**src/rtl/alu_md_if.sv**
```systemverilog
`default_nettype none
`timescale 1ns/1ps
// ============================================================================
// Module      : alu_md_if
// Description : Request/response bundle for the alu_md execute unit.
//               Request side: in_valid/in_ready, m_en, func, alt, din1, din2.
//               Response side: out_valid/out_ready, dout, illegal.
//               master = requester/consumer, slave = execute unit.
// Revision    : 1.0 - initial release
// ============================================================================
interface alu_md_if #(
    parameter int XLEN = 32
);
    logic            in_valid;
    logic            in_ready;
    logic            m_en;
    logic [2:0]      func;
    logic            alt;
    logic [XLEN-1:0] din1;
    logic [XLEN-1:0] din2;
    logic            out_valid;
    logic            out_ready;
    logic [XLEN-1:0] dout;
    logic            illegal;

    modport master (
        output in_valid, m_en, func, alt, din1, din2, out_ready,
        input  in_ready, out_valid, dout, illegal
    );

    modport slave (
        input  in_valid, m_en, func, alt, din1, din2, out_ready,
        output in_ready, out_valid, dout, illegal
    );
endinterface
`default_nettype wire

```
**src/rtl/alu_md.sv**
```systemverilog
`default_nettype none
`timescale 1ns/1ps
// ============================================================================
// Module      : alu_md
// Description : Integer execute unit. Single-cycle base ops (add/sub, shifts,
//               signed/unsigned compare, logic) plus an iterative
//               multiply/divide engine (one bit per cycle, XLEN iterations).
//               Valid/ready handshake on request and response sides.
// Ports       : clk, rst (synchronous, active-high)
//               bus (alu_md_if.slave): in_valid/in_ready, m_en, func, alt,
//               din1, din2, out_valid/out_ready, dout, illegal
// Build macro : ALU_MD_DIV_EN - when defined the divider datapath is built;
//               otherwise DIV/DIVU/REM/REMU complete in one cycle with
//               dout=0 and illegal=1.
// Revision    : 1.0 - initial release
// ============================================================================
module alu_md #(
    parameter int XLEN = 32,
    parameter int SHW  = $clog2(XLEN)
) (
    input  logic    clk,
    input  logic    rst,
    alu_md_if.slave bus
);

    typedef enum logic [1:0] {
        S_IDLE = 2'd0,
        S_CALC = 2'd1,
        S_DONE = 2'd2
    } state_t;

    localparam logic [SHW:0] c_last_iter = (SHW+1)'(XLEN - 1);

    state_t            r_state;
    state_t            w_state_next;

    logic              w_in_ready;
    logic              w_accept;
    logic              w_div_illegal;
    logic              w_start_calc;
    logic              w_load_now;
    logic              w_finish;

    logic [SHW-1:0]    w_shamt;
    logic [XLEN-1:0]   w_base_res;

    logic              w_sgn1_op;
    logic              w_sgn2_op;
    logic              w_s1;
    logic              w_s2;
    logic [XLEN-1:0]   w_mag1;
    logic [XLEN-1:0]   w_mag2;

    // r_acc: multiply = {partial product high, multiplier being shifted out}
    //        divide   = {partial remainder, dividend/quotient bits}
    logic [2*XLEN-1:0] r_acc;
    logic [2*XLEN-1:0] w_acc_step;
    logic [2*XLEN-1:0] w_mul_step;
    logic [2*XLEN-1:0] w_prod;
    logic [XLEN:0]     w_mul_sum;

    logic [XLEN-1:0]   r_opb;
    logic [XLEN-1:0]   r_dout;
    logic [XLEN-1:0]   w_m_res;
    logic [2:0]        r_func;
    logic              r_neg;
    logic              r_illegal;
    logic [SHW:0]      r_cnt;

`ifdef ALU_MD_DIV_EN
    logic              r_neg_r;
    logic              r_dz;
    logic [XLEN:0]     w_div_shift;
    logic [XLEN:0]     w_div_diff;
    logic [2*XLEN-1:0] w_div_step;
    logic [XLEN-1:0]   w_quo;
    logic [XLEN-1:0]   w_rem;
`endif

    assign bus.in_ready  = w_in_ready;
    assign bus.out_valid = (r_state == S_DONE);
    assign bus.dout      = r_dout;
    assign bus.illegal   = r_illegal;

    // ------------------------------------------------------------------
    // Single-cycle base ALU, evaluated straight from the request inputs
    // ------------------------------------------------------------------
    always_comb begin
        w_shamt    = bus.din2[SHW-1:0];
        w_base_res = '0;
        case (bus.func)
            3'b000: w_base_res = bus.alt ? (bus.din1 - bus.din2) : (bus.din1 + bus.din2);
            3'b001: w_base_res = bus.din1 << w_shamt;
            3'b010: w_base_res = {{(XLEN-1){1'b0}}, ($signed(bus.din1) < $signed(bus.din2))};
            3'b011: w_base_res = {{(XLEN-1){1'b0}}, (bus.din1 < bus.din2)};
            3'b100: w_base_res = bus.din1 ^ bus.din2;
            3'b101: w_base_res = bus.alt ? XLEN'($signed(bus.din1) >>> w_shamt)
                                         : (bus.din1 >> w_shamt);
            3'b110: w_base_res = bus.din1 | bus.din2;
            3'b111: w_base_res = bus.din1 & bus.din2;
        endcase
    end

    // ------------------------------------------------------------------
    // Operand preparation for M ops: signedness per func, magnitudes
    // ------------------------------------------------------------------
    always_comb begin
        w_sgn1_op = (bus.func == 3'b001) || (bus.func == 3'b010) ||
                    (bus.func == 3'b100) || (bus.func == 3'b110);
        w_sgn2_op = (bus.func == 3'b001) || (bus.func == 3'b100) ||
                    (bus.func == 3'b110);
        w_s1      = w_sgn1_op && bus.din1[XLEN-1];
        w_s2      = w_sgn2_op && bus.din2[XLEN-1];
        // Negating the most-negative value yields itself, which read as
        // unsigned is exactly its magnitude.
        w_mag1    = w_s1 ? -bus.din1 : bus.din1;
        w_mag2    = w_s2 ? -bus.din2 : bus.din2;
    end

    // ------------------------------------------------------------------
    // One iteration of the multiply / divide engine
    // ------------------------------------------------------------------
    always_comb begin
        w_mul_sum  = {1'b0, r_acc[2*XLEN-1:XLEN]} + {1'b0, r_opb};
        w_mul_step = r_acc[0] ? {w_mul_sum, r_acc[XLEN-1:1]}
                              : {1'b0, r_acc[2*XLEN-1:1]};
`ifdef ALU_MD_DIV_EN
        // Restoring step: shift next dividend bit into the remainder and
        // keep the subtraction only if it did not borrow.
        w_div_shift = {r_acc[2*XLEN-1:XLEN], r_acc[XLEN-1]};
        w_div_diff  = w_div_shift - {1'b0, r_opb};
        w_div_step  = w_div_diff[XLEN] ? {w_div_shift[XLEN-1:0], r_acc[XLEN-2:0], 1'b0}
                                       : {w_div_diff[XLEN-1:0],  r_acc[XLEN-2:0], 1'b1};
        w_acc_step  = r_func[2] ? w_div_step : w_mul_step;
`else
        w_acc_step  = w_mul_step;
`endif
    end

    // ------------------------------------------------------------------
    // Final sign fix-up and result select, applied on the last iteration
    // ------------------------------------------------------------------
    always_comb begin
        w_prod  = r_neg ? -w_acc_step : w_acc_step;
        w_m_res = '0;
`ifdef ALU_MD_DIV_EN
        w_quo   = w_acc_step[XLEN-1:0];
        w_rem   = w_acc_step[2*XLEN-1:XLEN];
`endif
        case (r_func)
            3'b000:                 w_m_res = w_acc_step[XLEN-1:0];
            3'b001, 3'b010, 3'b011: w_m_res = w_prod[2*XLEN-1:XLEN];
`ifdef ALU_MD_DIV_EN
            // Divide by zero forces an all-ones quotient; the remainder
            // already equals din1 because every trial subtract succeeds.
            3'b100, 3'b101:         w_m_res = r_dz ? '1 : (r_neg ? -w_quo : w_quo);
            3'b110, 3'b111:         w_m_res = r_neg_r ? -w_rem : w_rem;
`endif
            default:                w_m_res = '0;
        endcase
    end

    // ------------------------------------------------------------------
    // FSM: next state and handshake decode
    // ------------------------------------------------------------------
    always_comb begin
`ifdef ALU_MD_DIV_EN
        w_div_illegal = 1'b0;
`else
        w_div_illegal = bus.m_en && bus.func[2];
`endif
        w_in_ready   = !rst && ((r_state == S_IDLE) ||
                                ((r_state == S_DONE) && bus.out_ready));
        w_accept     = bus.in_valid && w_in_ready;
        w_start_calc = w_accept && bus.m_en && !w_div_illegal;
        w_load_now   = w_accept && !w_start_calc;
        w_finish     = (r_state == S_CALC) && (r_cnt == c_last_iter);
        w_state_next = r_state;

        case (r_state)
            S_IDLE: begin
                if (w_accept) begin
                    w_state_next = w_start_calc ? S_CALC : S_DONE;
                end
            end
            S_CALC: begin
                if (w_finish) begin
                    w_state_next = S_DONE;
                end
            end
            S_DONE: begin
                if (w_accept) begin
                    w_state_next = w_start_calc ? S_CALC : S_DONE;
                end else if (bus.out_ready) begin
                    w_state_next = S_IDLE;
                end
            end
            default: w_state_next = S_IDLE;
        endcase
    end

    always_ff @(posedge clk) begin
        if (rst) begin
            r_state <= S_IDLE;
        end else begin
            r_state <= w_state_next;
        end
    end

    // ------------------------------------------------------------------
    // Datapath registers
    // ------------------------------------------------------------------
    always_ff @(posedge clk) begin
        if (rst) begin
            r_acc     <= '0;
            r_opb     <= '0;
            r_func    <= '0;
            r_neg     <= 1'b0;
            r_cnt     <= '0;
            r_dout    <= '0;
            r_illegal <= 1'b0;
`ifdef ALU_MD_DIV_EN
            r_neg_r   <= 1'b0;
            r_dz      <= 1'b0;
`endif
        end else begin
            if (w_start_calc) begin
                r_acc  <= {{XLEN{1'b0}}, w_mag1};
                r_opb  <= w_mag2;
                r_func <= bus.func;
                r_neg  <= w_s1 ^ w_s2;
                r_cnt  <= '0;
`ifdef ALU_MD_DIV_EN
                r_neg_r <= w_s1;
                r_dz    <= (bus.din2 == '0);
`endif
            end else if (r_state == S_CALC) begin
                r_acc <= w_acc_step;
                r_cnt <= w_finish ? '0 : r_cnt + 1'b1;
            end

            if (w_load_now) begin
                r_dout    <= w_div_illegal ? '0 : w_base_res;
                r_illegal <= w_div_illegal;
            end else if (w_finish) begin
                r_dout    <= w_m_res;
                r_illegal <= 1'b0;
            end
        end
    end

endmodule
`default_nettype wire

```
**src/flat_wrapper.sv**
```systemverilog
// flat-port wrapper written by rule: the top's interface ports become plain ports
module alu_md_flat 
#(
    parameter int XLEN = 32,
    parameter int SHW  = $clog2(XLEN)
)
  (clk, rst, bus_in_valid, bus_m_en, bus_func, bus_alt, bus_din1, bus_din2, bus_out_ready, bus_in_ready, bus_out_valid, bus_dout, bus_illegal);
  alu_md_if #(.XLEN(XLEN)) bus_i ();
  input  logic clk;
  input  logic rst;
  input wire logic [$bits(bus_i.in_valid)-1:0] bus_in_valid;
  input wire logic [$bits(bus_i.m_en)-1:0] bus_m_en;
  input wire logic [$bits(bus_i.func)-1:0] bus_func;
  input wire logic [$bits(bus_i.alt)-1:0] bus_alt;
  input wire logic [$bits(bus_i.din1)-1:0] bus_din1;
  input wire logic [$bits(bus_i.din2)-1:0] bus_din2;
  input wire logic [$bits(bus_i.out_ready)-1:0] bus_out_ready;
  output wire logic [$bits(bus_i.in_ready)-1:0] bus_in_ready;
  output wire logic [$bits(bus_i.out_valid)-1:0] bus_out_valid;
  output wire logic [$bits(bus_i.dout)-1:0] bus_dout;
  output wire logic [$bits(bus_i.illegal)-1:0] bus_illegal;
  assign bus_i.in_valid = bus_in_valid;
  assign bus_i.m_en = bus_m_en;
  assign bus_i.func = bus_func;
  assign bus_i.alt = bus_alt;
  assign bus_i.din1 = bus_din1;
  assign bus_i.din2 = bus_din2;
  assign bus_i.out_ready = bus_out_ready;
  assign bus_in_ready = bus_i.in_ready;
  assign bus_out_valid = bus_i.out_valid;
  assign bus_dout = bus_i.dout;
  assign bus_illegal = bus_i.illegal;
  alu_md #(.XLEN(XLEN), .SHW(SHW)) u_core (.clk(clk), .rst(rst), .bus(bus_i));
endmodule
```
**config.mk**
```make
export PLATFORM = sky130hd
export DESIGN_NAME = alu_md_flat
export DESIGN_NICKNAME = d
export VERILOG_FILES = /design/src/rtl/alu_md_if.sv /design/src/rtl/alu_md.sv /design/src/flat_wrapper.sv
export SDC_FILE = /design/constraint.sdc
export NUM_CORES = 1
export LEC_CHECK = 0
export CELL_PAD_IN_SITES_DETAIL_PLACEMENT = 1
export CELL_PAD_IN_SITES_GLOBAL_PLACEMENT = 2
export CORE_MARGIN = 2
export CORE_UTILIZATION = 39
export CTS_BUF_LIST = sky130_fd_sc_hd__clkbuf_4
export DETAILED_ROUTE_END_ITERATION = 8
export PLACE_DENSITY_LB_ADDON = 0.1
export SLEW_MARGIN = 40
export SYNTH_ARGS = -nofsm -noshare
export SYNTH_HDL_FRONTEND = slang
export SYNTH_SLANG_ARGS = --single-unit
```
**constraint.sdc**
```tcl
create_clock -name clk -period 8.2 [get_ports clk]
set_input_delay 1.23 -clock clk [delete_from_list [all_inputs] [get_ports clk]]
set_output_delay 1.23 -clock clk [all_outputs]
set_load 0.01 [all_outputs]
```
==> results of run 1 <==
==> synth_stat cells (all sizes together) (8+ instances only) <==
library cell  count
xor2             28
nand4            19
nand2b           18
mux2i            62
a221oi           27
mux4             46
o21a             17
and3              9
a22oi            15
nand2           218
or3              17
o22ai            16
o41ai            10
nand3b           32
nor2b            19
and2             10
a211o            10
nor2            351
a311oi           41
a211oi           80
buf              37
o21bai           13
dfxtp           141
inv             109
or2               8
o31ai            28
o221ai           24
o211ai           31
o21ai           247
a31oi            20
a21oi           198
nand3            26
nor3             73
xnor2           108
ha              132
nor4             20
clkbuf          162
a21o             22
==> stage by stage <==
stage | hold slack, ns | setup slack, ns
6_report | 0.488 | 2.67
4_1_cts | 0.492 | 2.75
3_3_place_gp | 0.449 | 2.43
5_1_grt | 0.530 | 2.50
2_1_floorplan | 0.432 | 3.01
3_5_place_dp | 0.458 | 2.39
==> final timing paths <==
check / from / to / slack [ns]
setup / recovery: u_core.r_opb[0]$_SDFFE_PP0P_ / u_core.bus.dout[31]$_SDFFE_PP0P_ / 2.67
hold / removal: u_core.r_opb[30]$_SDFFE_PP0P_ / u_core.r_opb[30]$_SDFFE_PP0P_ / 0.49
setup reg to reg: u_core.r_opb[0]$_SDFFE_PP0P_ / u_core.bus.dout[31]$_SDFFE_PP0P_ / 2.67
hold reg to reg: u_core.r_opb[30]$_SDFFE_PP0P_ / u_core.r_opb[30]$_SDFFE_PP0P_ / 0.49
==> state kept, by name, indices dropped and copies added (netlist names) <==
name,flops
u_core.r_state,2
u_core.r_func,3
u_core.r_cnt,6
u_core.r_opb,32
u_core.r_acc,64
u_core.bus.illegal,1
u_core.r_neg,1
u_core.bus.dout,32
==> power by group <==
part	total, mW	internal (mW)	switching [mW]
Combinational	1.05	0.365	0.683
Sequential	0.751	0.713	0.0385
Clock	0.514	0.161	0.353
==> layer usage <==
metal  up-vias  track usage, %  share of wire (%)
li1       9297               -                  -
met5         -               0              0.043
met1     10500            51.0                 42
met2       937            64.1                 45
met3       233            4.78                6.5
met4         2            20.6                5.8
==> worst min-delay path: stages (launching register included) <==
cell	delay (ns)
sky130_fd_sc_hd__dfxtp_1	0.34
sky130_fd_sc_hd__nand2_1	0.05
sky130_fd_sc_hd__o21ai_0	0.06
==> final cells by class <==
| cell class | count | share of cell area [%] |
|---|---|---|
| Inverter | 112 | 2.11 |
| Antenna cell | 2 | 0.0251 |
| Timing Repair Buffer | 162 | 7.28 |
| Sequential cell | 141 | 14.1 |
| Clock buffer | 17 | 0.639 |
| Clock inverter | 15 | 0.759 |
| Multi-Input combinational cell | 2092 | 71.2 |
| Tap cell | 607 | 3.81 |
==> cell families (layout without fill, tap and decap cells) <==
family	after synthesis	count (layout)	share of synthesized area, %
buf+inv	311	306	6.55
flops	141	141	15.5
mux	112	112	9.36
compound gates	862	862	31.2
fa+ha+maj	135	135	9.42
simple gates	847	847	21.4
other cells	0	2	0
xor+xnor	136	136	6.55
==> implementation parameters, run 1 <==
Parameter                              Value

Run status
  Outcome    finished, final reports clean

Placement
  Placed Instance Area    between 15000 and 20000 um^2
  Placed Cells incl. Taps    3114
  Estimated wirelength of the detail-placed design    approximately 75000 um
  Final weighted congestion in routability-driven placement    1.03
  Number of port buffers    107

Floorplanning
  # rows    79
  Number of I/O pins    108
  Effective utilization at floorplan    39.3%
  Die boundary height    220 um
  Width of the chip    around 220 um
  Die area    48300 um^2
  Core Area    46300 um^2

CTS
  Clock-pin slew on the worst setup and hold paths    0.16 ns
  Clock Path Buffers    2
  Buffers inserted during post-CTS setup optimization    0
  Clock net sink count    roughly 140
  Post-CTS Resized    0
  Worst skew pair latency    0.73 ns
  Clock buffer count from CTS    17
  Clock tree from TritonCTS    built
  Buffer cell driving the clock tree root    sky130_fd_sc_hd__clkbuf_4
  Post-cts hold buffer count    0
  # H-tree levels    4

Critical path
  Peak fanout along the critical path    8
  Buffer and inverter count on the worst path    0
  Crit path arrival time    6.13 ns
  Maximum single-stage delay on the critical path    0.71 ns
  Kind of launch point of the worst setup path    register
  Endpoint type of the worst setup path    register
  Cell occurring most often along the worst timing path    sky130_fd_sc_hd__a211oi_2
  Cell class contributing the biggest share of worst-path delay    compound AO/OA/AOI/OAI gates
  Slowest cell on the critical path    sky130_fd_sc_hd__or4b_1
  Number of cells traversed by the worst register-to-register path    14
  Critical Path, Cell by Cell    ha_1, fa_1, a211oi_2, o211ai_2, and3_1, o2111a_1, a211oi_2, nand4bb_1, or4_4, or4b_1, o41a_1, xnor2_1, a221oi_1, o32ai_1
  Data required time of the critical path    8.80 ns
  Critical path depth in cells    14
  CP Class    reg -> reg

Synth
  Post-synth EDFFs    0
  Number of synthesized register bits    141
  Gate count after technology mapping    2544
  Asr flop ratio synth    0%
  Top post-synthesis cells by area    sky130_fd_sc_hd__dfxtp_1 (16%), sky130_fd_sc_hd__ha_1 (9.1%), sky130_fd_sc_hd__nor2_1 (7.3%)
  Net count after synthesis    2752
  Yosys warns    0
  Most common flop cell mapped by yosys    sky130_fd_sc_hd__dfxtp_1
  Sequential fraction of the synthesis area    15.5%
  Unique cell type count in the Yosys netlist    93
  Netlist area before placement    18200 um^2
  Mean Syn Cell Area    a little over 7 um^2
  Most area-hungry cell type in the Yosys netlist    sky130_fd_sc_hd__dfxtp_1
  Share of Yosys cell area claimed by the top area cell type    15.5%

Power
  Areal power density over the cells    116 nW/um^2
  Power after layout    2.31 mW
  Leak Pwr    around 7.4 nW
  VDD IR-drop max    roughly 0.08 mV

Final layout
  Highest-count cells in the layout ignoring fill and taps    sky130_fd_sc_hd__nor2_1 (350), sky130_fd_sc_hd__o21ai_0 (242), sky130_fd_sc_hd__nand2_1 (217)
  Layout filler cell count    5879
  Finished layout cell area    around 20000 um^2
  Share of layout cells above drive strength 1    7.37%
  Storage cell area    around 2800 um^2
  Area delta synth->final    9.83%
  Final core occ    a little over two fifths
  Most common library cell in the layout ignoring fill and taps    sky130_fd_sc_hd__nor2_1
  Finished Layout Cells    between 3000 and 4000
  Multi-input combinational cell area    14200 um^2
  Layout net count    2734

Global routing
  Vias in the first global route    20563
  Global-route wire length before repair    approximately 140000 um
  Number of antenna violations at the first check in global routing    3
  Gr ovfl total    0
  Largest net degree at the start of global routing    86
  Global-route usage over all layers    39.4%

Route
  Average routed wire per standard cell    30.5 um
  Detailed-router iteration count before antenna repair    5
  Number of remaining DRC errors    0
  Sum of routed wire length over all layers    95900 um
  Antenna Violating Nets Remaining    0
  Number of violations reported at the end of detailed-routing iteration 0    2076
  Number of vias after detailed routing    around 21000
  Vias/cell    6.66

STA
  Ratio of final minimum period to clock period    67.4%
  Worst-case clock skew    0.0451 ns
  Least-Margin Pin Slew    0.879 ns
  # setup viols final    0
  Final Slew Violations    0
  Max-Slew Margin vs Limit    41.2%
  Hold Violations, Final    0
  Clock period minus final worst setup slack    5.53 ns
  Unrepaired setup endpoints after global routing    false
  Highest achievable clock rate    181 MHz
  Total Neg Setup Slack    0 ns

Flow run
  MaxCap Viol Count    0

Min path
  Worst hold-check path type    reg -> reg
  Number of stages on the worst hold path    2
No activity file was read; power rests on OpenSTA's default activity.
==> run 2: changes to the inputs <==
CORE_UTILIZATION = 33   (was 39)
clock period = 4.9 ns   (was 8.2 ns; I/O delays follow)
==> implementation parameters, run 2 (synthesized netlist as in run 1, its figures left out) <==
Parameter                              Value

CTS
  Post-cts hold buffer count    0 (unchanged)
  # H-tree levels    4 (unchanged)
  Buffer cell driving the clock tree root    sky130_fd_sc_hd__clkbuf_4
  Clock tree from TritonCTS    built
  Clock net sink count    141 (unchanged)
  Clock-pin slew on the worst setup and hold paths    0.15 ns (about the same)
  Clock Path Buffers    2 (unchanged)
  Clock buffer count from CTS    17 (unchanged)
  Worst skew pair latency    0.74 ns (about the same)

Placement
  Placed Cells incl. Taps    3377 (+8.4%)
  Estimated wirelength of the detail-placed design    80900 um (+8.5%)
  Final weighted congestion in routability-driven placement    1.02 (-1.2%)
  Number of port buffers    107 (unchanged)
  Placed Instance Area    21100 um^2 (+7.3%)

STA
  Unrepaired setup endpoints after global routing    false
  Worst-case clock skew    0.0292 ns (-0.0159 ns)
  Hold Violations, Final    0 (unchanged)
  Max-Slew Margin vs Limit    42.5% (+1.3 points)
  Clock period minus final worst setup slack    4.67 ns (-0.860 ns)
  Highest achievable clock rate    214 MHz (+18%)
  Least-Margin Pin Slew    0.853 ns (-0.0258 ns)
  Total Neg Setup Slack    0 ns (unchanged)
  Ratio of final minimum period to clock period    95.3% (+28 points)
  Final Slew Violations    0 (unchanged)
  # setup viols final    0 (unchanged)

Global routing
  Number of antenna violations at the first check in global routing    4 (+1)
  Met3 routing resource usage after global routing    3.48% (-1.3 points)
  Global Route met2 Usage    59.1% (-5.0 points)
  Global-route wire length before repair    146000 um (+5.0%)
  Gr ovfl total    0 (unchanged)
  Met1 Use GR    45.7% (-5.3 points)
  Vias in the first global route    21013 (+2.2%)
  Largest net degree at the start of global routing    84 (-2.3%)
  Global-route usage over all layers    35.0% (-4.4 points)
  Gr busiest metal    met2

Final layout
  Most common library cell in the layout ignoring fill and taps    sky130_fd_sc_hd__nor2_1
  Finished Layout Cells    3414 (+8.4%)
  Finished layout cell area    21500 um^2 (+7.6%)
  Share of layout cells above drive strength 1    13.5% (+6.1 points)
  Layout net count    2901 (+6.1%)
  Area delta synth->final    18.2%
  Max FFs per register    64 (unchanged)
  Highest-count cells in the layout ignoring fill and taps    sky130_fd_sc_hd__nor2_1 (348), sky130_fd_sc_hd__o21ai_0 (243), sky130_fd_sc_hd__buf_4 (220)
  Reg with most FFs    u_core.r_acc

Critical path
  Worst setup path startpoint    u_core.r_acc[34]$_SDFFE_PP0P_
  Peak fanout along the critical path    6 (-2)
  CP Class    reg -> reg
  Origin of the critical flop-to-flop path    u_core.r_acc[34]$_SDFFE_PP0P_
  Critical Path, Cell by Cell    ha_1, o211ai_1, o21a_1, a2111oi_4, o31ai_1, a221o_1, or4_4, or4b_4, o41a_1, xnor2_1, a221oi_2, buf_4, o32ai_1
  Data required time of the critical path    5.52 ns (-3.28 ns)
  Slowest cell on the critical path    sky130_fd_sc_hd__or4b_4
  Maximum single-stage delay on the critical path    0.57 ns (-0.14 ns)
  Kind of launch point of the worst setup path    register
  Crit path arrival time    5.29 ns (-0.84 ns)
  Endpoint type of the worst setup path    register

Route
  Detailed-router iteration count before antenna repair    5 (unchanged)
  Vias/cell    6.22 (-6.7%)
  Sum of routed wire length over all layers    101000 um (+5.5%)
  Number of violations reported at the end of detailed-routing iteration 0    1749 (-16%)
  Number of remaining DRC errors    0 (unchanged)
  Average routed wire per standard cell    29.7 um (-2.7%)
  Number of vias after detailed routing    21221 (+1.2%)
  Antenna Violating Nets Remaining    0 (unchanged)

Run status
  Outcome    finished, final reports clean

Floorplanning
  Width of the chip    239 um (+8.6%)
  Effective utilization at floorplan    33.2% (-6.1 points)
  Number of I/O pins    108 (unchanged)
  Die boundary height    239 um (+8.6%)
  Core Area    54800 um^2 (+18%)
  # rows    86 (+8.9%)
  Die area    57000 um^2 (+18%)

Power
  Areal power density over the cells    190 nW/um^2 (+64%)
  VDD IR-drop max    0.157 mV (+96%)
  Leak Pwr    8.25 nW (+11%)

Min path
  Worst hold-check path type    in -> reg
  Worst Hold Launch    rst

Flow run
  MaxCap Viol Count    0 (unchanged)
-- run 2: metrics by stage --
stage               power, mW  setup WS, ns  util (%)  hold slack (ns)
finish                   4.08         0.231      39.2            0.403
global route             4.26        0.0259      39.2            0.355
CTS                      4.07        0.0315      39.1            0.287
detailed placement       3.14        -0.240      38.5            0.478
global placement         3.12        -0.231      38.5            0.460
floorplan                2.29         0.200         -            0.432
-- run 2: critical path, delay by kind of cell, from the launching register on --
family | cells | cell delay, ns
AND/OR/NAND/NOR | 2 | 1.11
adder cells (fa/ha/maj) | 1 | 0.44
flip-flops | 1 | 0.35
XOR/XNOR | 1 | 0.15
AO/OA/AOI/OAI | 8 | 2.39
buffers and inverters | 1 | 0.14
-- run 2: repair_timing --
action                                  CTS  global route
endpoints found under the setup margin    0             5
gates resized for setup                   0            10
setup buffers                             0             1
-- run 2: final timing paths --
kind / cells past startpoint / to / slack [ns]
max: 13 / u_core.bus.dout[31]$_SDFFE_PP0P_ / 0.23
min: 2 / u_core.bus.dout[2]$_SDFFE_PP0P_ / 0.40
max reg2reg: 13 / u_core.bus.dout[31]$_SDFFE_PP0P_ / 0.23
min reg2reg: 2 / u_core.r_opb[30]$_SDFFE_PP0P_ / 0.50
-- run 2: area by class of cell --
type | instances | area, um^2
fillers | 6838 | 33300
multi-input cells | 2092 | 14300
flip-flops and latches | 141 | 2830
repair buffers | 329 | 2760
well taps | 704 | 881
inverters | 112 | 420
clock inverters | 13 | 164
clock buffers | 19 | 143
diodes | 4 | 10.0
-- run 2: report_power, final --
part	internal (mW)	leakage (nW)	switching, mW
Combinational	0.720	6.95	1.19
Clock	0.367	0.154	0.550
Sequential	1.19	1.15	0.0639
-- run 2: metal layers --
metal	share of wire, %	vias up
met5	0	-
li1	-	9637
met2	47	757
met1	44	10685
met3	4.8	142
met4	4.2	0
